--- config.mk ---
export PLATFORM = sky130hd
export DESIGN_NAME = flit_checksum_unit
export DESIGN_NICKNAME = d
export VERILOG_FILES = /design/src/rtl/flit_checksum_unit_pkg.sv /design/src/rtl/flit_checksum_unit_fold.sv /design/src/rtl/flit_checksum_unit.sv
export SDC_FILE = /design/constraint.sdc
export NUM_CORES = 1
export LEC_CHECK = 0
export ABC_AREA = 1
export ABC_CLOCK_PERIOD_IN_PS = 4100
export CORE_UTILIZATION = 47
export CTS_CLUSTER_DIAMETER = 40
export CTS_CLUSTER_SIZE = 28
export DETAILED_ROUTE_END_ITERATION = 8
export GPL_TIMING_DRIVEN = 0
export PLACE_DENSITY = 0.77
export SKIP_LAST_GASP = 1
export SLEW_MARGIN = 5
export SYNTH_ARGS = -nofsm -noshare
export SYNTH_HDL_FRONTEND = slang
export SYNTH_SLANG_ARGS = --single-unit
--- constraint.sdc ---
create_clock -name clk -period 4.1 [get_ports clk]
set_input_delay 0.82 -clock clk [delete_from_list [all_inputs] [get_ports clk]]
set_output_delay 0.82 -clock clk [all_outputs]
set_load 0.01 [all_outputs]
--- src/rtl/flit_checksum_unit_pkg.sv ---
// Shared types, default field widths and helpers for the NoC flit checksum engine.
package flit_checksum_unit_pkg;

    localparam int DEF_HEADER_W  = 16;
    localparam int DEF_PAYLOAD_W = 40;
    localparam int DEF_CSUM_W    = 8;
    localparam int DEF_DATA_W    = DEF_HEADER_W + DEF_PAYLOAD_W;
    localparam int DEF_FLIT_W    = DEF_DATA_W + DEF_CSUM_W;

    typedef logic [DEF_FLIT_W-1:0] flit_t;
    typedef logic [DEF_CSUM_W-1:0] checksum_t;

    typedef enum logic { CSUM_XOR = 1'b0, CSUM_ONES = 1'b1 } csum_algo_e;
    typedef enum logic { MODE_GEN = 1'b0, MODE_CHK = 1'b1 } mode_e;
    typedef enum logic [1:0] { ST_IDLE, ST_CALC, ST_OUT } state_e;

    function automatic int ceil_div(input int num, input int den);
        return (num + den - 1) / den;
    endfunction

endpackage

--- src/rtl/flit_checksum_unit_fold.sv ---
// Combinational fold of one group of chunks (chunk 0 in the MSB slot) into the
// running checksum accumulator, either XOR or ones'-complement with end-around carry.
module checksum_fold_comb
    import flit_checksum_unit_pkg::*;
#(
    parameter int         CSUM_W           = DEF_CSUM_W,
    parameter int         CHUNKS_PER_CYCLE = 2,
    parameter csum_algo_e ALGO             = CSUM_ONES
) (
    input  logic [CSUM_W-1:0]                  acc,
    input  logic [CHUNKS_PER_CYCLE*CSUM_W-1:0] chunks,
    output logic [CSUM_W-1:0]                  acc_next
);

    logic [CSUM_W-1:0] chunk;
    logic [CSUM_W:0]   sum;

    // Each chunk's carry-out is wrapped back into the LSB before the next chunk is added.
    always_comb begin
        acc_next = acc;
        chunk    = '0;
        sum      = '0;
        for (int i = 0; i < CHUNKS_PER_CYCLE; i++) begin
            chunk = chunks[(CHUNKS_PER_CYCLE-1-i)*CSUM_W +: CSUM_W];
            if (ALGO == CSUM_XOR) begin
                acc_next = acc_next ^ chunk;
            end else begin
                sum      = {1'b0, acc_next} + {1'b0, chunk};
                acc_next = sum[CSUM_W-1:0] + CSUM_W'(sum[CSUM_W]);
            end
        end
    end

endmodule

--- src/rtl/flit_checksum_unit.sv ---
// Sequential flit checksum engine: generates (GEN) or verifies (CHK) the trailing
// checksum over a valid/ready link, with optional drop of corrupt flits and an error counter.
module flit_checksum_unit
    import flit_checksum_unit_pkg::*;
#(
    parameter int         HEADER_W         = DEF_HEADER_W,
    parameter int         PAYLOAD_W        = DEF_PAYLOAD_W,
    parameter int         CSUM_W           = DEF_CSUM_W,
    parameter int         CHUNKS_PER_CYCLE = 2,
    parameter csum_algo_e ALGO             = CSUM_ONES,
    parameter bit         DROP_BAD         = 1'b1,
    parameter int         ERR_CNT_W        = 16
) (
    input  logic                                 clk,
    input  logic                                 rst_n,
    input  logic                                 mode_i,
    input  logic                                 in_valid_i,
    output logic                                 in_ready_o,
    input  logic [HEADER_W+PAYLOAD_W+CSUM_W-1:0] in_flit_i,
    output logic                                 out_valid_o,
    input  logic                                 out_ready_i,
    output logic [HEADER_W+PAYLOAD_W+CSUM_W-1:0] out_flit_o,
    output logic                                 out_err_o,
    output logic                                 err_pulse_o,
    output logic [ERR_CNT_W-1:0]                 err_cnt_o,
    input  logic                                 err_clr_i
);

    localparam int DATA_W  = HEADER_W + PAYLOAD_W;
    localparam int FLIT_W  = DATA_W + CSUM_W;
    localparam int NCHUNK  = ceil_div(DATA_W, CSUM_W);
    localparam int N_ITER  = ceil_div(NCHUNK, CHUNKS_PER_CYCLE);
    localparam int PAD_W   = NCHUNK * CSUM_W;
    localparam int GROUP_W = CHUNKS_PER_CYCLE * CSUM_W;
    localparam int SLOT_W  = N_ITER * GROUP_W;
    localparam int ITER_W  = (N_ITER > 1) ? $clog2(N_ITER) : 1;
    localparam logic [ITER_W-1:0] LAST_ITER = ITER_W'(N_ITER - 1);

    state_e               state;
    state_e               state_next;
    mode_e                mode_q;
    logic [DATA_W-1:0]    data_q;
    logic [CSUM_W-1:0]    rx_csum_q;
    logic [CSUM_W-1:0]    csum_q;
    logic [CSUM_W-1:0]    acc;
    logic [CSUM_W-1:0]    acc_next;
    logic [CSUM_W-1:0]    csum_final;
    logic [PAD_W-1:0]     pad_in;
    logic [SLOT_W-1:0]    slots_in;
    logic [SLOT_W-1:0]    work;
    logic [ITER_W-1:0]    iter;
    logic [ERR_CNT_W-1:0] err_cnt_q;
    logic                 err_q;
    logic                 err_pulse_q;
    logic                 mismatch;
    logic                 last_iter;
    logic                 accept_in;

    // Zero-pad the data at the MSB end to whole chunks, then append empty chunk slots
    // at the LSB end so the final group is always full width.
    always_comb begin
        pad_in             = '0;
        pad_in[DATA_W-1:0] = in_flit_i[FLIT_W-1:CSUM_W];
        slots_in           = '0;
        slots_in[SLOT_W-1 -: PAD_W] = pad_in;
    end

    checksum_fold_comb #(
        .CSUM_W          (CSUM_W),
        .CHUNKS_PER_CYCLE(CHUNKS_PER_CYCLE),
        .ALGO            (ALGO)
    ) u_fold (
        .acc     (acc),
        .chunks  (work[SLOT_W-1 -: GROUP_W]),
        .acc_next(acc_next)
    );

    assign csum_final = (ALGO == CSUM_ONES) ? ~acc_next : acc_next;
    assign mismatch   = (mode_q == MODE_CHK) && (csum_final != rx_csum_q);
    assign last_iter  = (iter == LAST_ITER);

    always_ff @(posedge clk or negedge rst_n) begin
        if (!rst_n) begin
            state <= ST_IDLE;
        end else begin
            state <= state_next;
        end
    end

    always_comb begin
        state_next  = state;
        in_ready_o  = 1'b0;
        out_valid_o = 1'b0;
        accept_in   = 1'b0;
        unique case (state)
            ST_IDLE: begin
                in_ready_o = 1'b1;
                if (in_valid_i) begin
                    accept_in  = 1'b1;
                    state_next = ST_CALC;
                end
            end
            ST_CALC: begin
                if (last_iter) begin
                    state_next = (mismatch && DROP_BAD) ? ST_IDLE : ST_OUT;
                end
            end
            ST_OUT: begin
                out_valid_o = 1'b1;
                if (out_ready_i) begin
                    state_next = ST_IDLE;
                end
            end
            default: state_next = ST_IDLE;
        endcase
    end

    // The pulse is raised on the last CALC edge, so it lines up with the first OUT
    // cycle when forwarding and with the return to IDLE when dropping.
    always_ff @(posedge clk or negedge rst_n) begin
        if (!rst_n) begin
            data_q      <= '0;
            rx_csum_q   <= '0;
            csum_q      <= '0;
            acc         <= '0;
            work        <= '0;
            iter        <= '0;
            mode_q      <= MODE_GEN;
            err_q       <= 1'b0;
            err_pulse_q <= 1'b0;
        end else begin
            err_pulse_q <= 1'b0;
            if (accept_in) begin
                data_q    <= in_flit_i[FLIT_W-1:CSUM_W];
                rx_csum_q <= in_flit_i[CSUM_W-1:0];
                mode_q    <= mode_e'(mode_i);
                acc       <= '0;
                iter      <= '0;
                work      <= slots_in;
            end else if (state == ST_CALC) begin
                acc  <= acc_next;
                iter <= iter + 1'b1;
                work <= work << GROUP_W;
                if (last_iter) begin
                    csum_q      <= csum_final;
                    err_q       <= mismatch;
                    err_pulse_q <= mismatch;
                end
            end
        end
    end

    always_ff @(posedge clk or negedge rst_n) begin
        if (!rst_n) begin
            err_cnt_q <= '0;
        end else if (err_clr_i) begin
            err_cnt_q <= '0;
        end else if (err_pulse_q && (err_cnt_q != '1)) begin
            err_cnt_q <= err_cnt_q + 1'b1;
        end
    end

    assign out_flit_o  = {data_q, csum_q};
    assign out_err_o   = out_valid_o & err_q;
    assign err_pulse_o = err_pulse_q;
    assign err_cnt_o   = err_cnt_q;

endmodule

==> flow_metrics.tcl, run 1 <==
set metrics [dict create \
    run_status "finished, violations left" \
    violations "negative setup slack" \
    r2r-end "state[1]$_DFFE_PN0P_" \
    io_buffers 153 \
    final_cells 1329 \
    tritoncts "built" \
    fp-row-count 45 \
    synth_top_family_by_area "simple AND/OR/NAND/NOR gates" \
    grt_use_total_pct 26.2 \
    antenna_left 0 \
    die_w_um 129 \
    critical_path.most_common_cell "nand2_1" \
    synth-compound-area-share_pct 11.4 \
    muxShareOfSynthArea_pct 0 \
    hold_viol 0 \
    ys_ff_latch 159 \
    cp.required_ps 4470 \
    crit_type "reg2reg" \
    wl_mm 21.0 \
    crit_path_start_kind "register" \
    postCtsHoldBufs 0 \
    maxCapViolCount 0 \
    dp_cells 1267 \
    drc 0 \
    cts_sinks 159 \
    vias 6844 \
    io_pins 154 \
    timing.fmax_mhz 206 \
    finalSetupTns_ps -7350 \
    grt_pass1_wl_mm 33.2 \
    syn2layout_area_growth_pct 40.1 \
    post-route-util_pct 68.6 \
    reg2reg_depth 38 \
    core_area_um2 15400 \
    crit_fanout 3 \
    crit_slowest_cell "dfrtp_1" \
    fillerInstances 1236 \
    viasPerCell 5.15 \
    skew_ps 10.8 \
    synth_fp_nets 998 \
    clockBufferDepth 2 \
    antenna_found_initial 0 \
    arrival_ps 5230 \
    cts_buffers 17 \
    dr.pass1.iters 5 \
    max_slew_margin_pct 47.7 \
    wl_per_cell_um 15.8 \
    synthAdderAreaFrac_pct 4.50 \
    rsz0062_at_grt "yes" \
    worstSetupEndpointType "register" \
    ys_seq_area_share_pct 52.6 \
    nets 1200 \
    drt_first_iter_violations 618 \
    initial_utilization_pct 49.0 \
    r2r_slack_ps -760 \
    grt_pass1_vias 6778 \
    max_slew.worst_pin.slew_ps 785 \
    fin_crit_sh_pct 119 \
    drv_slew 0 \
    clockRootBuffer "clkbuf_16" \
    final_layout_size_suffix_gt1_share_pct 13.4 \
    clk_pin_slew_ps 70 \
    dieArea_um2 16600 \
    synth_xor_xnor_area_share_pct 1.61 \
    htreeDepth 4 \
    layout_min_cycle_time_ps 4860 \
    synth.cell_area_um2 7560 \
    yosys_warnings 0 \
    dp_hpwl_mm 14.3 \
    hold_path_class "in2async" \
    gp_congestion 0.906 \
    gr-total-overflow 0 \
    worstReg2RegStart "work[56]$_DFFE_PN0P_" \
    grt_max_degree 95 \
    dieHeight_um 129 \
    fin_ws_ps -763 \
    slowest_delay_ps 400 \
    finalSetupViolations 16 \
    syn-instance-count 902 \
    synth.avg_cell_area_um2 8.38 \
    insertion_delay_ps 430 \
    synthSimpleGateAreaFrac_pct 23.4 \
    synth.distinct_cells 38 \
]
==> kinds of logic (layout without fill, tap and decap cells) <==
family	Yosys count	after routing
other cells	0	1
fa+ha+maj	26	26
flops	159	159
compound gates	146	146
xor+xnor	13	13
simple gates	432	432
buf+inv	126	341
==> through the flow <==
| step | cell area (um^2) | hold slack (ps) | worst slack, ps |
|---|---|---|---|
| global route | 10600 | 350 | -1060 |
| floorplan | 7660 | 437 | -219 |
| finish | 10600 | 309 | -763 |
| CTS | 10400 | 340 | -664 |
| detailed placement | 9490 | 455 | -874 |
| global placement | 9460 | 452 | -4250 |
==> final cells by class <==
class,count,area (um^2),share of cell area (%)
Multi-Input combinational cell,617,3390,32.0
Timing Repair Buffer,183,1800,17.0
Clock inverter,15,224,2.12
Sequential cell,159,3980,37.6
Clock buffer,17,425,4.02
Antenna cell,1,2.50,0.0236
Tap cell,211,264,2.49
Inverter,94,358,3.38
Buffer,32,139,1.31
==> critical path: cells and delay by family (launching register included) <==
| family | cells | cell delay (ps) |
|---|---|---|
| compound gates | 6 | 790 |
| flops | 1 | 400 |
| buf+inv | 4 | 320 |
| fa+ha+maj | 6 | 1230 |
| simple gates | 21 | 1890 |
| xor+xnor | 1 | 150 |
==> sequential cells by signal, summed over array words and instances, names as in the netlist <==
register     flops
state            2
err_pulse_o      1
acc              8
work            56
rx_csum_q        8
err_cnt_o       16
csum_q           8
data_q          56
mode_q           1
err_q            1
iter             2
==> Yosys cell counts <==
master | number | area share (%)
nand3_1 | 39 | 2.6
o21bai_1 | 3 | 0.30
buf_1 | 2 | 0.099
o2bb2ai_1 | 15 | 1.7
o211ai_1 | 8 | 0.79
a21oi_1 | 36 | 2.4
nand3b_1 | 2 | 0.20
ha_1 | 24 | 4.0
buf_2 | 9 | 0.60
nand2_2 | 3 | 0.25
o21a_1 | 10 | 0.99
clkinv_1 | 2 | 0.099
nor2_1 | 26 | 1.3
or2_4 | 1 | 0.12
clkbuf_1 | 20 | 0.99
o21ai_0 | 67 | 4.4
xor2_1 | 9 | 1.0
buf_6 | 1 | 0.15
xnor2_1 | 3 | 0.35
or2_2 | 1 | 0.083
nand4_1 | 5 | 0.41
nand3_2 | 3 | 0.40
nor2_2 | 5 | 0.41
and3_1 | 1 | 0.083
a31oi_1 | 1 | 0.083
nand2_1 | 336 | 17
o311ai_0 | 1 | 0.12
a22o_1 | 3 | 0.35
xor2_2 | 1 | 0.22
nor4_1 | 1 | 0.083
dfrtp_1 | 159 | 53
inv_1 | 87 | 4.3
fa_1 | 2 | 0.53
nor3_2 | 3 | 0.40
o21ai_1 | 1 | 0.066
a211oi_1 | 1 | 0.099
nor3_1 | 6 | 0.40
inv_2 | 5 | 0.25
==> how the worst max path moves through the flow <==
stage                               startpoint                endpoint  slack (ps)  cells after the start
final                     work[56]$_DFFE_PN0P_    state[1]$_DFFE_PN0P_        -760                     38
after global routing      work[56]$_DFFE_PN0P_    state[1]$_DFFE_PN0P_       -1060                     38
after CTS                   acc[0]$_DFFE_PN0P_    state[1]$_DFFE_PN0P_        -660                     38
after detailed placement    acc[0]$_DFFE_PN0P_       err_q$_DFFE_PN0P_        -870                     37
after global placement                   rst_n  data_q[20]$_DFFE_PN0P_       -4250                      1
after floorplan           work[56]$_DFFE_PN0P_       err_q$_DFFE_PN0P_        -220                     37
==> cell usage in the layout, fill, tap and decap left out, types with 4 or more instances in the layout <==
| cell | synthesis | layout |
|---|---|---|
| a21oi_1 | 36 | 33 |
| buf_2 | 9 | 9 |
| buf_4 | 0 | 23 |
| buf_6 | 1 | 7 |
| clkbuf_1 | 20 | 20 |
| clkbuf_16 | 0 | 17 |
| clkdlybuf4s50_1 | 0 | 152 |
| dfrtp_1 | 159 | 159 |
| ha_1 | 24 | 15 |
| ha_4 | 0 | 8 |
| inv_1 | 87 | 84 |
| inv_2 | 5 | 8 |
| nand2_1 | 336 | 316 |
| nand2_2 | 3 | 19 |
| nand2_4 | 0 | 4 |
| nand3_1 | 39 | 29 |
| nand3_2 | 3 | 10 |
| nand4_1 | 5 | 5 |
| nor2_1 | 26 | 24 |
| nor2_2 | 5 | 4 |
| nor3_1 | 6 | 6 |
| o211ai_1 | 8 | 8 |
| o21a_1 | 10 | 10 |
| o21ai_0 | 67 | 62 |
| o21ai_2 | 0 | 4 |
| o2bb2ai_1 | 15 | 15 |
| xor2_1 | 9 | 9 |
==> timing repair <==
action | 4_1_cts | 5_1_grt
gates resized for setup | 31 | 31
setup endpoints to repair | 18 | 19
buffers inserted | 23 | 6
pin swaps | 26 | 20
==> layer usage <==
metal  track usage, %  wire length [um]
met5                0                 0
met4             10.5               631
met3             6.78              1430
met2             42.1              9830
met1             34.0              9150
Power of run 1 is not shown: default switching activity piles up to over one toggle a cycle in this logic, so the estimate is an artifact.
==> inputs of run 2 (changes only) <==
--- a/config.mk
+++ b/config.mk
@@ -7,6 +7,7 @@
 export LEC_CHECK = 0
 export ABC_AREA = 1
 export ABC_CLOCK_PERIOD_IN_PS = 4100
+export CAP_MARGIN = 20
 export CORE_UTILIZATION = 47
 export CTS_CLUSTER_DIAMETER = 40
 export CTS_CLUSTER_SIZE = 28
==> results of run 2 <==
Final layout, timing and power as in run 1 (identical DEF).
Power of run 2 is left out for the same reason.
